`config.mk`:
```
export PLATFORM = sky130hd
export DESIGN_NAME = instruction_fetch_unit_flat
export DESIGN_NICKNAME = d
export VERILOG_FILES = /design/src/rtl/instruction_fetch_unit_if.sv /design/src/rtl/instruction_fetch_unit.sv /design/src/flat_wrapper.sv
export SDC_FILE = /design/constraint.sdc
export NUM_CORES = 1
export LEC_CHECK = 0
export ABC_CLOCK_PERIOD_IN_PS = 3510
export BUFFER_PORTS_ARGS = -buffer_cell sky130_fd_sc_hd__buf_2
export CAP_MARGIN = 40
export CORE_ASPECT_RATIO = 2
export CORE_UTILIZATION = 39
export DETAILED_ROUTE_END_ITERATION = 12
export MAX_ROUTING_LAYER = met4
export PLACE_DENSITY_LB_ADDON = 0.05
export SYNTH_ARGS = -nofsm -noshare
export SYNTH_HDL_FRONTEND = slang
export SYNTH_SLANG_ARGS = --single-unit
```
`constraint.sdc`:
```
create_clock -name Clock -period 3.51 [get_ports Clock]
set_input_delay 0 -clock Clock [delete_from_list [all_inputs] [get_ports Clock]]
set_output_delay 0 -clock Clock [all_outputs]
set_load 0.05 [all_outputs]
```
`src/rtl/instruction_fetch_unit_if.sv`:
```
// Fetch-unit bus: stage-tracker/PC controls, ROM read channel, fetched word and status.
// master drives requests and ROM responses; slave is the fetch unit itself.
interface instruction_fetch_unit_if;
    logic        IR_Enable;
    logic        PC_Enable;
    logic        PC_Select;
    logic        INC_Select;
    logic [31:0] BranchOffset;
    logic [31:0] RA_In;
    logic [31:0] ROM_Data;
    logic        ROM_Valid;
    logic        ROM_Read;
    logic [31:0] ROM_Address;
    logic [31:0] Instruction;
    logic [31:0] PC_Out;
    logic [31:0] Return_Address;
    logic        Fetch_Busy;
    logic        Fetch_Done;
    logic        Fetch_Error;

    modport master (
        output IR_Enable, PC_Enable, PC_Select, INC_Select, BranchOffset, RA_In,
        output ROM_Data, ROM_Valid,
        input  ROM_Read, ROM_Address, Instruction, PC_Out, Return_Address,
        input  Fetch_Busy, Fetch_Done, Fetch_Error
    );

    modport slave (
        input  IR_Enable, PC_Enable, PC_Select, INC_Select, BranchOffset, RA_In,
        input  ROM_Data, ROM_Valid,
        output ROM_Read, ROM_Address, Instruction, PC_Out, Return_Address,
        output Fetch_Busy, Fetch_Done, Fetch_Error
    );
endinterface

```
`src/rtl/instruction_fetch_unit.sv`:
```
// Instruction fetch: PC register plus IDLE/READ/DONE/ERROR ROM fetch FSM, 15-cycle ROM timeout.
// Latency: IR_Enable -> READ next edge, DONE one edge after ROM_Valid; ROM stalls simply extend READ.
module instruction_fetch_unit (
    input  logic                      Clock,
    input  logic                      Reset,
    instruction_fetch_unit_if.slave   bus
);
    typedef enum logic [1:0] {IDLE, READ, DONE, ERROR} state_t;

    state_t      state;
    state_t      state_nxt;
    logic [31:0] pc;
    logic [31:0] pend_pc;
    logic        pend_vld;
    logic [31:0] next_pc;
    logic [3:0]  wait_cnt;
    logic [31:0] instr_q;
    logic [31:0] ret_q;
    logic [31:0] rom_addr_q;
    logic        rom_read;
    logic        busy;
    logic        done;
    logic        error;

    always_comb begin
        next_pc = bus.PC_Select ? (pc + (bus.INC_Select ? bus.BranchOffset : 32'd1))
                                : bus.RA_In;
    end

    always_ff @(posedge Clock) begin
        if (Reset) begin
            state <= IDLE;
        end else begin
            state <= state_nxt;
        end
    end

    always_comb begin
        state_nxt = state;
        rom_read  = 1'b0;
        busy      = 1'b0;
        done      = 1'b0;
        error     = 1'b0;
        case (state)
            IDLE: begin
                if (bus.IR_Enable) state_nxt = READ;
            end
            READ: begin
                rom_read = 1'b1;
                busy     = 1'b1;
                // Data arriving on the last allowed cycle still completes the fetch.
                if (bus.ROM_Valid)            state_nxt = DONE;
                else if (wait_cnt == 4'd14)   state_nxt = ERROR;
            end
            DONE: begin
                busy      = 1'b1;
                done      = 1'b1;
                state_nxt = IDLE;
            end
            ERROR: begin
                error = 1'b1;
            end
            default: state_nxt = IDLE;
        endcase
    end

    always_ff @(posedge Clock) begin
        if (Reset) begin
            pc         <= 32'd0;
            pend_pc    <= 32'd0;
            pend_vld   <= 1'b0;
            wait_cnt   <= 4'd0;
            instr_q    <= 32'd0;
            ret_q      <= 32'd0;
            rom_addr_q <= 32'd0;
        end else begin
            case (state)
                IDLE: begin
                    // Fetch uses the PC as it stands before this edge's update.
                    if (bus.IR_Enable) begin
                        rom_addr_q <= pc;
                        wait_cnt   <= 4'd0;
                    end
                    if (pend_vld) begin
                        pc       <= pend_pc;
                        pend_vld <= 1'b0;
                    end else if (bus.PC_Enable) begin
                        pc <= next_pc;
                    end
                end
                READ, DONE: begin
                    if (bus.PC_Enable && !pend_vld) begin
                        pend_pc  <= next_pc;
                        pend_vld <= 1'b1;
                    end
                    if (state == READ) begin
                        if (bus.ROM_Valid) begin
                            instr_q <= bus.ROM_Data;
                            ret_q   <= rom_addr_q + 32'd1;
                        end else begin
                            wait_cnt <= wait_cnt + 4'd1;
                            if (wait_cnt == 4'd14) instr_q <= 32'd0;
                        end
                    end
                end
                default: ;
            endcase
        end
    end

    assign bus.ROM_Read       = rom_read;
    assign bus.ROM_Address    = rom_addr_q;
    assign bus.Instruction    = instr_q;
    assign bus.PC_Out         = pc;
    assign bus.Return_Address = ret_q;
    assign bus.Fetch_Busy     = busy;
    assign bus.Fetch_Done     = done;
    assign bus.Fetch_Error    = error;
endmodule

```
`src/flat_wrapper.sv`:
```
// flat-port wrapper written by rule: the top's interface ports become plain ports
module instruction_fetch_unit_flat 
  (Clock, Reset, bus_IR_Enable, bus_PC_Enable, bus_PC_Select, bus_INC_Select, bus_BranchOffset, bus_RA_In, bus_ROM_Data, bus_ROM_Valid, bus_ROM_Read, bus_ROM_Address, bus_Instruction, bus_PC_Out, bus_Return_Address, bus_Fetch_Busy, bus_Fetch_Done, bus_Fetch_Error);
  instruction_fetch_unit_if bus_i ();
  input  logic Clock;
  input  logic Reset;
  input wire logic [$bits(bus_i.IR_Enable)-1:0] bus_IR_Enable;
  input wire logic [$bits(bus_i.PC_Enable)-1:0] bus_PC_Enable;
  input wire logic [$bits(bus_i.PC_Select)-1:0] bus_PC_Select;
  input wire logic [$bits(bus_i.INC_Select)-1:0] bus_INC_Select;
  input wire logic [$bits(bus_i.BranchOffset)-1:0] bus_BranchOffset;
  input wire logic [$bits(bus_i.RA_In)-1:0] bus_RA_In;
  input wire logic [$bits(bus_i.ROM_Data)-1:0] bus_ROM_Data;
  input wire logic [$bits(bus_i.ROM_Valid)-1:0] bus_ROM_Valid;
  output wire logic [$bits(bus_i.ROM_Read)-1:0] bus_ROM_Read;
  output wire logic [$bits(bus_i.ROM_Address)-1:0] bus_ROM_Address;
  output wire logic [$bits(bus_i.Instruction)-1:0] bus_Instruction;
  output wire logic [$bits(bus_i.PC_Out)-1:0] bus_PC_Out;
  output wire logic [$bits(bus_i.Return_Address)-1:0] bus_Return_Address;
  output wire logic [$bits(bus_i.Fetch_Busy)-1:0] bus_Fetch_Busy;
  output wire logic [$bits(bus_i.Fetch_Done)-1:0] bus_Fetch_Done;
  output wire logic [$bits(bus_i.Fetch_Error)-1:0] bus_Fetch_Error;
  assign bus_i.IR_Enable = bus_IR_Enable;
  assign bus_i.PC_Enable = bus_PC_Enable;
  assign bus_i.PC_Select = bus_PC_Select;
  assign bus_i.INC_Select = bus_INC_Select;
  assign bus_i.BranchOffset = bus_BranchOffset;
  assign bus_i.RA_In = bus_RA_In;
  assign bus_i.ROM_Data = bus_ROM_Data;
  assign bus_i.ROM_Valid = bus_ROM_Valid;
  assign bus_ROM_Read = bus_i.ROM_Read;
  assign bus_ROM_Address = bus_i.ROM_Address;
  assign bus_Instruction = bus_i.Instruction;
  assign bus_PC_Out = bus_i.PC_Out;
  assign bus_Return_Address = bus_i.Return_Address;
  assign bus_Fetch_Busy = bus_i.Fetch_Busy;
  assign bus_Fetch_Done = bus_i.Fetch_Done;
  assign bus_Fetch_Error = bus_i.Fetch_Error;
  instruction_fetch_unit u_core (.Clock(Clock), .Reset(Reset), .bus(bus_i));
endmodule
```
==> flow_metrics.py <==
metrics = {
    "synthesis": {
        "ys_warn_count": 0,
        "synth-seq-cells": 167,
        "syn_inst": 1137,
        "synth_flop_cell": "dfxtp_1",
        "syn_area_um2": 9090,
        "yosysTopAreaCell": "dfxtp_1",
        "ys_types": 65,
        "synth_edf_count": 0,
        "syn_area_per_cell_um2": 7.99,
        "syn_nets": 1279,
        "yosys-top-cells-area": "dfxtp_1 (37%), nand2_1 (6.8%), nor2_1 (5.6%)",
        "synth_commonest_cells": "dfxtp_1 (167), nand2_1 (165), nor2_1 (135), a21oi_1 (100), clkbuf_1 (62)",
        "ys_seq_area_share_pct": 36.8,
        "yosysMostFrequentCell": "dfxtp_1",
        "async_flop_share_pct": 0,
        "synth_top_area_share_pct": 36.8,
    },
    "placement": {
        "gp_congestion": 0.932,
        "dp_slack_ns": 0.360,
        "dp_hpwl_um": 21200,
        "io_buffers": 234,
        "postPlaceCellArea_um2": 10400,
    },
    "timing": {
        "hold_slack_ns": 0.0190,
        "finClkSkew_ns": 0.00808,
        "max_freq_ghz": 0.323,
        "rsz0062_at_grt": "no",
        "tightest_slew_ns": 0.558,
        "setup_tns_ns": 0,
        "setup_slack_ns": 0.419,
        "period_minus_slack_ns": 3.09,
        "final_max_slew_viol_count": 0,
        "setup_viol": 0,
        "post-route-period-util_pct": 88.1,
        "hold_violations": 0,
        "slew_headroom_pct": 62.8,
    },
    "die": {
        "core_um2": 22700,
        "ios": 235,
        "fp-row-count": 78,
        "dieArea_um2": 24000,
        "die_x_um": 110,
        "die_h_um": 218,
        "initial_core_util_pct": 40.0,
    },
    "final_layout": {
        "antenna_cells": 0,
        "fin_nets": 1531,
        "area_delta_synth_final_pct": 27.5,
        "layout-drive-gt1-share_pct": 21.8,
        "nFillCells": 2309,
        "final_cell_area_um2": 11600,
    },
    "power": {
        "power_w": 0.00837,
        "ir_worst_vdd_v": 0.000517,
        "p_clk_share_pct": 22.9,
        "pwr-share-seq_pct": 32.1,
        "leakagePower_nw": 5.05,
        "p_comb_share_pct": 45.0,
        "p_int_w": 0.00462,
        "p_sw_w": 0.00375,
        "switching_share_pct": 44.8,
        "power.density_nw_per_um2": 723,
    },
    "critical_path": {
        "cp_max_fo": 6,
        "endpoint": "u_core.bus.PC_Out[28]$_SDFFE_PP0P_",
        "reg2reg_to": "u_core.bus.PC_Out[28]$_SDFFE_PP0P_",
        "cp.required_ns": 3.82,
        "crit_arrival_ns": 3.40,
        "crit_start": "u_core.bus.PC_Out[0]$_SDFFE_PP0P_",
        "worstSetupPathType": "register to register",
        "worstSetupEndpointType": "register",
        "critPathLaunchType": "register",
        "ff2ff_path_depth": 10,
        "reg2reg_slack_ns": 0.42,
        "r2r_start": "u_core.bus.PC_Out[0]$_SDFFE_PP0P_",
    },
    "drt": {
        "drc": 0,
        "initialDrtViolationCount": 446,
        "vias": 8948,
        "antenna_left": 0,
        "viasPerCell": 5.32,
        "firstDrtPassIters": 5,
        "wl_um": 28600,
        "wire_per_inst_um": 17.0,
    },
    "clock_network": {
        "cts_tree": "yes",
        "cts.sinks": 167,
        "root_buffer": "clkbuf_16",
        "clkSlewWorstSetupHoldPaths_ns": 0.06,
        "clk_path_buf_depth": 2,
        "cts_buffers": 17,
        "insertion_delay_ns": 0.44,
        "htreeDepth": 4,
    },
    "global_route": {
        "grt_overflow": 0,
        "antenna_found_initial": 0,
        "grt_usage_pct": 24.6,
        "grt_pass1_vias": 8536,
        "grt_start_max_net_pins": 109,
        "grt_pass1_wl_um": 43700,
    },
    "run": {
        "maxCapViolations": 0,
    },
    "outcome": {
        "outcome": "finished clean",
    },
    "min_path": {
        "min_path_type": "primary input to register",
    },
}
==> final cells by class <==
| cell class | count | area (um^2) | share of cell area [%] |
|---|---|---|---|
| multi-input cells | 874 | 5290 | 45.7 |
| flip-flops and latches | 167 | 3340 | 28.9 |
| repair buffers | 315 | 1950 | 16.8 |
| clock buffers | 24 | 472 | 4.07 |
| well taps | 280 | 350 | 3.02 |
| clock inverters | 8 | 121 | 1.05 |
| inverters | 14 | 52.6 | 0.454 |
==> per-layer routing <==
metal,vias up,share of wire [%],global-route usage (%)
met4,0,2.6,9.11
met3,40,4.0,3.97
met5,-,0,-
met2,247,52,44.1
li1,4551,-,-
met1,4110,41,26.5
==> layout by cell type (no fill, tap or decap), types with 25 or more instances in the layout <==
| master | netlist | routed |
|---|---|---|
| and2_1 | 34 | 33 |
| a22oi_1 | 35 | 35 |
| ha_1 | 38 | 38 |
| dfxtp_1 | 167 | 167 |
| xor2_1 | 25 | 25 |
| nand2_1 | 165 | 165 |
| o21ai_0 | 41 | 41 |
| dlygate4sd3_1 | 0 | 56 |
| nor2_1 | 135 | 134 |
| buf_2 | 1 | 233 |
| a211oi_1 | 53 | 53 |
| a21oi_1 | 100 | 100 |
==> critical path: stages, from the launching register on <==
cell and delay (ns):
dfxtp_1 0.33, ha_1 0.25, fa_1 0.42, a21o_1 0.22, a221oi_2 0.33, or4b_4 0.23
nand4b_4 0.14, and3_4 0.19, or4_4 0.47, a311oi_1 0.27, o31ai_1 0.10
==> worst min path at each step <==
stage                                 from  depth (start not counted)                                       to
final                                Reset                          2   u_core.bus.Instruction[1]$_SDFFE_PP0P_
after global routing                 Reset                          2   u_core.bus.Instruction[0]$_SDFFE_PP0P_
after CTS                            Reset                          2   u_core.bus.Instruction[7]$_SDFFE_PP0P_
after detailed placement  bus_ROM_Data[31]                          3  u_core.bus.Instruction[31]$_SDFFE_PP0P_
after global placement    bus_ROM_Data[26]                          3  u_core.bus.Instruction[26]$_SDFFE_PP0P_
after floorplan            bus_ROM_Data[0]                          2   u_core.bus.Instruction[0]$_SDFFE_PP0P_
==> kinds of logic after synthesis <==
family                   count (synthesis)  share of synthesized area (%)
AND/OR/NAND/NOR                        434                           21.6
AO/OA/AOI/OAI                          335                           24.5
flip-flops                             167                           36.8
buffers and inverters                   96                           5.04
XOR/XNOR                                49                           4.72
adder cells (fa/ha/maj)                 39                           5.45
multiplexers                            17                           1.91
==> sequential cells by signal, summed over array words and instances (netlist names) <==
name                       count
u_core.bus.Instruction        32
u_core.bus.PC_Out             32
u_core.bus.ROM_Address        32
u_core.bus.Return_Address     32
u_core.pend_pc                32
u_core.pend_vld                1
u_core.state                   2
u_core.wait_cnt                4
==> stage by stage <==
step           std cells  util, %
4_1_cts             1682     50.9
3_3_place_gp        1592     45.7
6_report            1682     50.9
5_1_grt             1682     50.9
2_1_floorplan       1137        -
3_5_place_dp        1594     45.9
==> power groups by stage <==
stage                     clock [W]  combinational (W)  sequential [W]
after CTS                   0.00199            0.00379         0.00269
after global placement            0            0.00369         0.00272
after global routing        0.00206            0.00407         0.00275
after detailed placement          0            0.00373         0.00273
after floorplan                   0            0.00193         0.00352
final                       0.00192            0.00377         0.00269
==> what timing repair did <==
action,4_1_cts,5_1_grt
buffers inserted,0,0
hold endpoints to repair,61,0
gates resized for setup,0,0
hold buffers,56,0
No activity file was read; power rests on OpenSTA's default activity.
